`config.mk`:
```
export PLATFORM = sky130hd
export DESIGN_NAME = sign_narrower
export DESIGN_NICKNAME = d
export VERILOG_FILES = /design/src/rtl/sign_narrower.sv
export SDC_FILE = /design/constraint.sdc
export NUM_CORES = 1
export LEC_CHECK = 0
export ABC_AREA = 0
export BUFFER_PORTS_ARGS = -buffer_cell sky130_fd_sc_hd__buf_4
export CAP_MARGIN = 20
export CORE_ASPECT_RATIO = 0.6
export CORE_UTILIZATION = 23
export DETAILED_ROUTE_END_ITERATION = 12
export PLACE_DENSITY = 0.48
export SETUP_SLACK_MARGIN = 0.15
export SLEW_MARGIN = 20
export SYNTH_ARGS = -nofsm -noshare
export SYNTH_HDL_FRONTEND = slang
export SYNTH_SLANG_ARGS = --single-unit
```
`constraint.sdc`:
```
create_clock -name clk -period 2.33 [get_ports clk]
set_clock_uncertainty 0.05 [all_clocks]
set_input_delay 0.699 -clock clk [delete_from_list [all_inputs] [get_ports clk]]
set_output_delay 0.699 -clock clk [all_outputs]
set_load 0.01 [all_outputs]
```
`src/rtl/sign_narrower.sv`:
```
// Narrows an n-bit word to m bits (signed or unsigned), flags overflow, and queues results in a 2-entry FIFO.
// Optional macro SIGN_NARROWER_SAT_EN saturates overflowing results instead of truncating them.
module sign_narrower #(
    parameter int m = 4,
    parameter int n = 16
) (
    input  logic         clk,
    input  logic         rst,
    input  logic [n-1:0] in_data,
    input  logic         in_sgn,
    input  logic         in_valid,
    output logic         in_ready,
    output logic [m-1:0] out_data,
    output logic         out_ovf,
    output logic         out_valid,
    input  logic         out_ready,
    output logic [15:0]  ovf_cnt,
    input  logic         ovf_clr
);

    typedef enum logic [1:0] {
        EMPTY,
        ONE,
        FULL
    } occ_t;

    occ_t         state, state_nxt;
    logic [m-1:0] head_data, head_data_nxt;
    logic         head_ovf, head_ovf_nxt;
    logic [m-1:0] tail_data, tail_data_nxt;
    logic         tail_ovf, tail_ovf_nxt;

    logic         accept, pop;
    logic [n-m:0] sgn_field;
    logic [n-m-1:0] uns_field;
    logic         ovf;
    logic [m-1:0] result;

    assign in_ready  = (state != FULL);
    assign out_valid = (state != EMPTY);
    assign accept    = in_valid && in_ready;
    assign pop       = out_valid && out_ready;

    assign out_data  = out_valid ? head_data : '0;
    assign out_ovf   = out_valid ? head_ovf  : 1'b0;

    assign sgn_field = in_data[n-1:m-1];
    assign uns_field = in_data[n-1:m];

    // A signed value fits when every bit above the new sign bit replicates it.
    always_comb begin
        if (in_sgn) begin
            ovf = !((&sgn_field) || !(|sgn_field));
        end else begin
            ovf = |uns_field;
        end
    end

    always_comb begin
        result = in_data[m-1:0];
`ifdef SIGN_NARROWER_SAT_EN
        if (ovf) begin
            if (in_sgn) begin
                result = in_data[n-1] ? {1'b1, {(m-1){1'b0}}} : {1'b0, {(m-1){1'b1}}};
            end else begin
                result = '1;
            end
        end
`endif
    end

    always_comb begin
        state_nxt     = state;
        head_data_nxt = head_data;
        head_ovf_nxt  = head_ovf;
        tail_data_nxt = tail_data;
        tail_ovf_nxt  = tail_ovf;
        case (state)
            EMPTY: begin
                if (accept) begin
                    head_data_nxt = result;
                    head_ovf_nxt  = ovf;
                    state_nxt     = ONE;
                end
            end
            ONE: begin
                // Push and pop together replace the head in place, keeping order.
                if (accept && pop) begin
                    head_data_nxt = result;
                    head_ovf_nxt  = ovf;
                end else if (accept) begin
                    tail_data_nxt = result;
                    tail_ovf_nxt  = ovf;
                    state_nxt     = FULL;
                end else if (pop) begin
                    state_nxt     = EMPTY;
                end
            end
            FULL: begin
                if (pop) begin
                    head_data_nxt = tail_data;
                    head_ovf_nxt  = tail_ovf;
                    state_nxt     = ONE;
                end
            end
            default: begin
                state_nxt = EMPTY;
            end
        endcase
    end

    always_ff @(posedge clk or posedge rst) begin
        if (rst) begin
            state     <= EMPTY;
            head_data <= '0;
            head_ovf  <= 1'b0;
            tail_data <= '0;
            tail_ovf  <= 1'b0;
        end else begin
            state     <= state_nxt;
            head_data <= head_data_nxt;
            head_ovf  <= head_ovf_nxt;
            tail_data <= tail_data_nxt;
            tail_ovf  <= tail_ovf_nxt;
        end
    end

    always_ff @(posedge clk or posedge rst) begin
        if (rst) begin
            ovf_cnt <= '0;
        end else if (ovf_clr) begin
            ovf_cnt <= '0;
        end else if (accept && ovf && (ovf_cnt != 16'hFFFF)) begin
            ovf_cnt <= ovf_cnt + 16'd1;
        end
    end

endmodule
```
# ---- Yosys cells after proc, flatten, opt, wreduce, memory -nomap -nowiden
# Index checks and enable logic that the tools add are counted.
dict set report classes {
  addsub 1
  eq_ne 9
  muxes 19
  n_bitwise 1
  reduce_logical 18
}
# cell count
set op_table {}
lappend op_table {{$mux W16} 2}
lappend op_table {{$add A16 B1 Y16 const B} 1}
lappend op_table {{$mux W4} 4}
lappend op_table {{$ne A16 B16 Y1 const B} 1}
lappend op_table {{$reduce_and A13 Y1} 1}
lappend op_table {{$reduce_or A13 Y1} 1}
lappend op_table {{$pmux W4 S3} 1}
lappend op_table {{$reduce_or A12 Y1} 1}
lappend op_table {{$mux W2} 5}
lappend op_table {{$ne A2 B2 Y1 const B} 5}
lappend op_table {{$reduce_and A4 Y1} 2}
lappend op_table {{$pmux W2 S3} 1}
lappend op_table {{$logic_and A1 B1 Y1} 5}
lappend op_table {{$mux W1} 5}
lappend op_table {{$reduce_bool A2 Y1} 2}
lappend op_table {{$ne A3 B3 Y1 const B} 1}
lappend op_table {{$pmux W1 S3} 1}
lappend op_table {{$reduce_and A3 Y1} 1}
lappend op_table {{$reduce_bool A3 Y1} 1}
lappend op_table {{$eq A2 B1 Y1 const B} 1}
lappend op_table {{$eq A2 B2 Y1 const B} 1}
lappend op_table {{$logic_not A1 Y1} 2}
lappend op_table {{$logic_not A2 Y1} 1}
lappend op_table {{$logic_or A1 B1 Y1} 1}
lappend op_table {{$not A1 Y1} 1}
dict set report word_totals {
  ff_bits 28
  in_bits 22
  out_inout_bits 23
  elab_cells 54
}

# ---- Logic depth before layout (Yosys ltp)
dict set report logic_depth {
  depth_word 9
  mapped_depth 8
  ltp_nobuf 5
}

# ---- Worst setup path after synthesis
# No wires, ideal clock.
dict set report synth_path {
  kind {input to register}
  start {in in_data[6]}
  end {reg ovf_cnt[10]}
  setup_ns 0.125
  t_arrival_ns 2.051
  t_required_ns 2.155
  slack_ns 0.104
  path_stages 6
  path_buffers 1
  path_cell_list {nor4_1 -> and4_1 -> or3_4 -> buf_6 -> nor4_1 -> mux2_2}
}
dict set report synth_between {
  elab_chain_cells 8
  elab_cells_between_ends 10
  classes_between {mux: 1; reduce/logical: 9}
}
# element line_no
set synth_rtl {}
lappend synth_rtl {{start: declaration} 9} ;# input logic [n-1:0] in_data,
lappend synth_rtl {{$reduce_or A13 Y1} 53} ;# ovf = !((&sgn_field) || !(|sgn_field));
lappend synth_rtl {{$logic_not A1 Y1} 53}
lappend synth_rtl {{$logic_or A1 B1 Y1} 53}
lappend synth_rtl {{$logic_not A1 Y1} 53}
lappend synth_rtl {{$mux W1 *} 52} ;# if (in_sgn) begin
lappend synth_rtl {{$logic_and A1 B1 Y1 * (2 in a row)} 133} ;# end else if (accept && ovf && (ovf_cnt != 16'hFFFF)) begin
lappend synth_rtl {{$reduce_bool A2 Y1 (no line) *} -}
lappend synth_rtl {{end signal: assignment} 134} ;# ovf_cnt <= ovf_cnt + 16'd1;
lappend synth_rtl {{end: declaration} 17} ;# output logic [15:0] ovf_cnt,
# Every way passes the cells marked *; elsewhere a longest branch is shown, timed or not.
# A chain may end at the register's enable or synchronous reset.

# ---- Final worst setup path
dict set report layout_path {
  start {in in_data[3]}
  end {reg ovf_cnt[14]}
}
dict set report layout_between {
  elab_chain_cells 8
  elab_cells_between_ends 9
  classes_between {mux: 1; reduce/logical: 8}
}
# element line_no
set layout_rtl {}
lappend layout_rtl {{$reduce_or A13 Y1} 53}
lappend layout_rtl {{$logic_not A1 Y1} 53}
lappend layout_rtl {{$logic_or A1 B1 Y1 *} 53}
lappend layout_rtl {{$logic_not A1 Y1 *} 53}
lappend layout_rtl {{$mux W1 *} 52}
lappend layout_rtl {{$logic_and A1 B1 Y1 * (2 in a row)} 133}
lappend layout_rtl {{$reduce_bool A2 Y1 (no line) *} -}
# Marks and branches as above.

==> results by group <==
Die
  – Row cnt: 23
  – Core ar.: 6730 um^2
  – Overall die height: 67.0 um
  – Die area: 7400 um^2
  – Starting density of the core: 24.1%
  – I/O pin cnt: 45
  – Die W: 110 um

Power
  – Total power: 1380 uW
  – Leakage power: 0.000946 uW
  – Maximum vdd ir drop: 0.325 mV
  – Internal power: 1040 uW
  – Switching share of power: 25.0%
  – NetSw: 345 uW
  – Combinational share of power: 20.5%
  – Power share of the clock group: 37.4%
  – Reg power frac: 42.1%
  – Power per cell area: 616 nW/um^2

Worst setup path
  – WP data required: 2.43 ns
  – Crit start category: input pin
  – Top fanout value on the critical path: 16
  – FF-to-FF path depth: 5
  – Reg2reg setup slack: 0.28 ns
  – Worst R2R End: ovf_cnt[15]$_DFFE_PP0P_
  – Critical Path End Type: flop
  – Worst Setup SP: in_data[3]
  – Crit path arrival time: 2.18 ns
  – Crit path kind: input pin to flop
  – Reg-to-reg startpoint: ovf_cnt[9]$_DFFE_PP0P_

Timing
  – Highest Clock Rate: 481 MHz
  – Period utilization: 89.2%
  – Unrepaired setup endpoints after global routing: false
  – TNS Setup: 0 ns
  – Final setup viols: 0
  – Worst setup margin: 0.251 ns
  – Max Slew Vio Count: 0
  – Slew HR: 72.0%
  – Post-route minimum period: 2.08 ns
  – Worst-Margin Slew: 0.414 ns
  – Final hold violation count: 0

Synth
  – Dominant cell type by area after synthesis: dfrtp_1
  – EDFF count, synth: 0
  – Synth area leaders: dfrtp_1, mux2_2, a21oi_1
  – Main synth FF type: dfrtp_1
  – Sequential share of the synthesized area: 43.2%
  – Commonest cells in the netlist: dfrtp_1, a21oi_1, nor2_1
  – Synthesized area: 1620 um^2
  – Post-synthesis mux area share: 11.3%
  – Post-synthesis xor/xnor area fraction: 0%
  – Post-synth ARST share: 100%
  – Area share of the largest cell type after synthesis: 43.2%
  – Mapped Cells: 168
  – Synth cell types: 38
  – Simple-Gate Fraction of Synth Area: 29.1%
  – Flops & latches, synth: 28
  – Synth Area in Compound Gates: 11.7%
  – Synthesis warning total: 0
  – Main combinational cell family by area after synthesis: simple AND/OR/NAND/NOR gates
  – Post-Synth Adder-Cell Area: 0.772%
  – Post-Syn Nets: 191
  – Mean Syn Cell Area: 9.64 um^2
  – Count leader, synth: dfrtp_1

CTS
  – H-tree depth: 1
  – Clock Sinks: 28
  – CTS tree: built
  – Clock root buffer master: clkbuf_16
  – CTS Buf Count: 3
  – Post-CTS Setup Bufs: 0
  – Hold_buf cts: 0
  – Clk slew on worst S/H paths: 0.07 ns
  – Worst-case clock buffer depth: 2
  – Clk_lat worst skew: 0.26 ns

Detailed routing
  – Starting DRT DRC Count: 56
  – Via Count: 1517
  – Drt via density: 4.96
  – Drc violations: 0
  – Drt pass-1 iters: 4
  – Avg WL per Cell: 14.7 um
  – Post-route ant nets: 0
  – DRT Wirelength: 4510 um

GRT
  – Pin count of the biggest net entering global routing: 29
  – GRT overflow: 0
  – GRT Util Overall: 13.4%
  – Initial antenna violation count: 0
  – First-pass GRT wire length: 7490 um
  – Vias in the first global route: 1416

Layout
  – Nets@finish: 243
  – Fin util: 33.4%
  – Layout cells sized above 1: 37.0%
  – Area growth syn-to-layout: 38.6%
  – Ant diodes: 0

Placement
  – Routability cong.: 0.774
  – Pre-CTS worst setup slack: -0.0413 ns
  – Input/output buffers: 44
  – DPL Wire Length: 3320 um

Hold path
  – Hold WC Path Type: input pin to asynchronous set/reset pin

Run
  – Max-cap viol count: 0

Status
  – Outcome: finished, final reports clean
==> registers in the layout, summed over array words and instances, names as in the netlist <==
| register | count |
|---|---|
| head_ovf | 1 |
| ovf_cnt | 16 |
| tail_ovf | 1 |
| state | 2 |
| head_data | 4 |
| tail_data | 4 |
==> critical path, stage by stage <==
cell     delay, ns
buf_4         0.09
nand2_1       0.08
and4_1        0.18
or3_4         0.44
nor4_2        0.33
mux2_2        0.37
==> placed cells by master, fill, tap and decap left out, types with 2 or more instances in the layout <==
| cell | instances |
|---|---|
| buf_4 | 55 |
| dfrtp_1 | 27 |
| a21oi_1 | 15 |
| nor2_1 | 13 |
| nor2b_1 | 10 |
| nand2_1 | 10 |
| mux2_2 | 10 |
| nand4_1 | 8 |
| mux2i_1 | 7 |
| nor4_1 | 5 |
| nor4_2 | 5 |
| or4_1 | 5 |
| inv_1 | 4 |
| o31ai_1 | 4 |
| nand3_1 | 4 |
| and4_1 | 3 |
| nand2b_1 | 3 |
| o41ai_1 | 3 |
| clkbuf_16 | 3 |
| and2_1 | 2 |
| or4bb_1 | 2 |
==> through the flow <==
step           std cells  instance area (um^2)  hold slack, ns
2_1_floorplan        168                  1650           0.430
5_1_grt              306                  2250           0.493
3_3_place_gp         302                  2130           0.440
3_5_place_dp         302                  2130           0.444
4_1_cts              306                  2230           0.462
6_report             306                  2250           0.457
==> what timing repair did <==
| action | CTS | global route |
|---|---|---|
| resized for setup | 0 | 3 |
| endpoints found under the setup margin | 0 | 3 |
| endpoints found under the hold margin | 0 | 0 |
==> layout make-up <==
| type | count | area (um^2) |
|---|---|---|
| clock buffers | 3 | 75.1 |
| inverters | 4 | 15.0 |
| clock inverters | 1 | 30.0 |
| fillers | 700 | 4490 |
| well taps | 87 | 109 |
| multi-input cells | 128 | 902 |
| flip-flops and latches | 28 | 702 |
| repair buffers | 55 | 413 |
==> logic make-up after synthesis <==
group                      after synthesis
AOI/OAI and AO/OA                       30
adders and majority gates                1
DFF                                     28
muxes                                   17
and+or+nand+nor                         80
buffers and inverters                   12
==> routing by layer <==
layer | share of wire, % | GRT usage (%) | wire length (um) | up-vias
met3 | 5.5 | 3.13 | 249 | 0
li1 | - | - | - | 739
met2 | 42 | 18.8 | 1870 | 41
met1 | 53 | 20.5 | 2390 | 737
met5 | 0 | 0 | 0 | -
met4 | 0 | 1.97 | 0 | 0
==> worst max-delay path by stage <==
stage / to / slack, ns / cells past startpoint
floorplan: ovf_cnt[12]$_DFFE_PP0P_ / 0.14 / 6
global placement: ovf_cnt[14]$_DFFE_PP0P_ / -0.05 / 6
finish: ovf_cnt[14]$_DFFE_PP0P_ / 0.25 / 6
global route: ovf_cnt[14]$_DFFE_PP0P_ / 0.15 / 6
detailed placement: ovf_cnt[14]$_DFFE_PP0P_ / -0.04 / 6
CTS: ovf_cnt[14]$_DFFE_PP0P_ / 0.24 / 6
==> power groups by stage <==
| stage | clock [uW] | sequential [uW] | combinational, uW |
|---|---|---|---|
| 2_1_floorplan | 0 | 580 | 164 |
| 5_1_grt | 564 | 591 | 317 |
| 6_report | 518 | 582 | 284 |
| 3_3_place_gp | 0 | 589 | 284 |
| 3_5_place_dp | 0 | 589 | 288 |
| 4_1_cts | 537 | 581 | 288 |
Note: power is estimated with default switching activity, not from simulation.
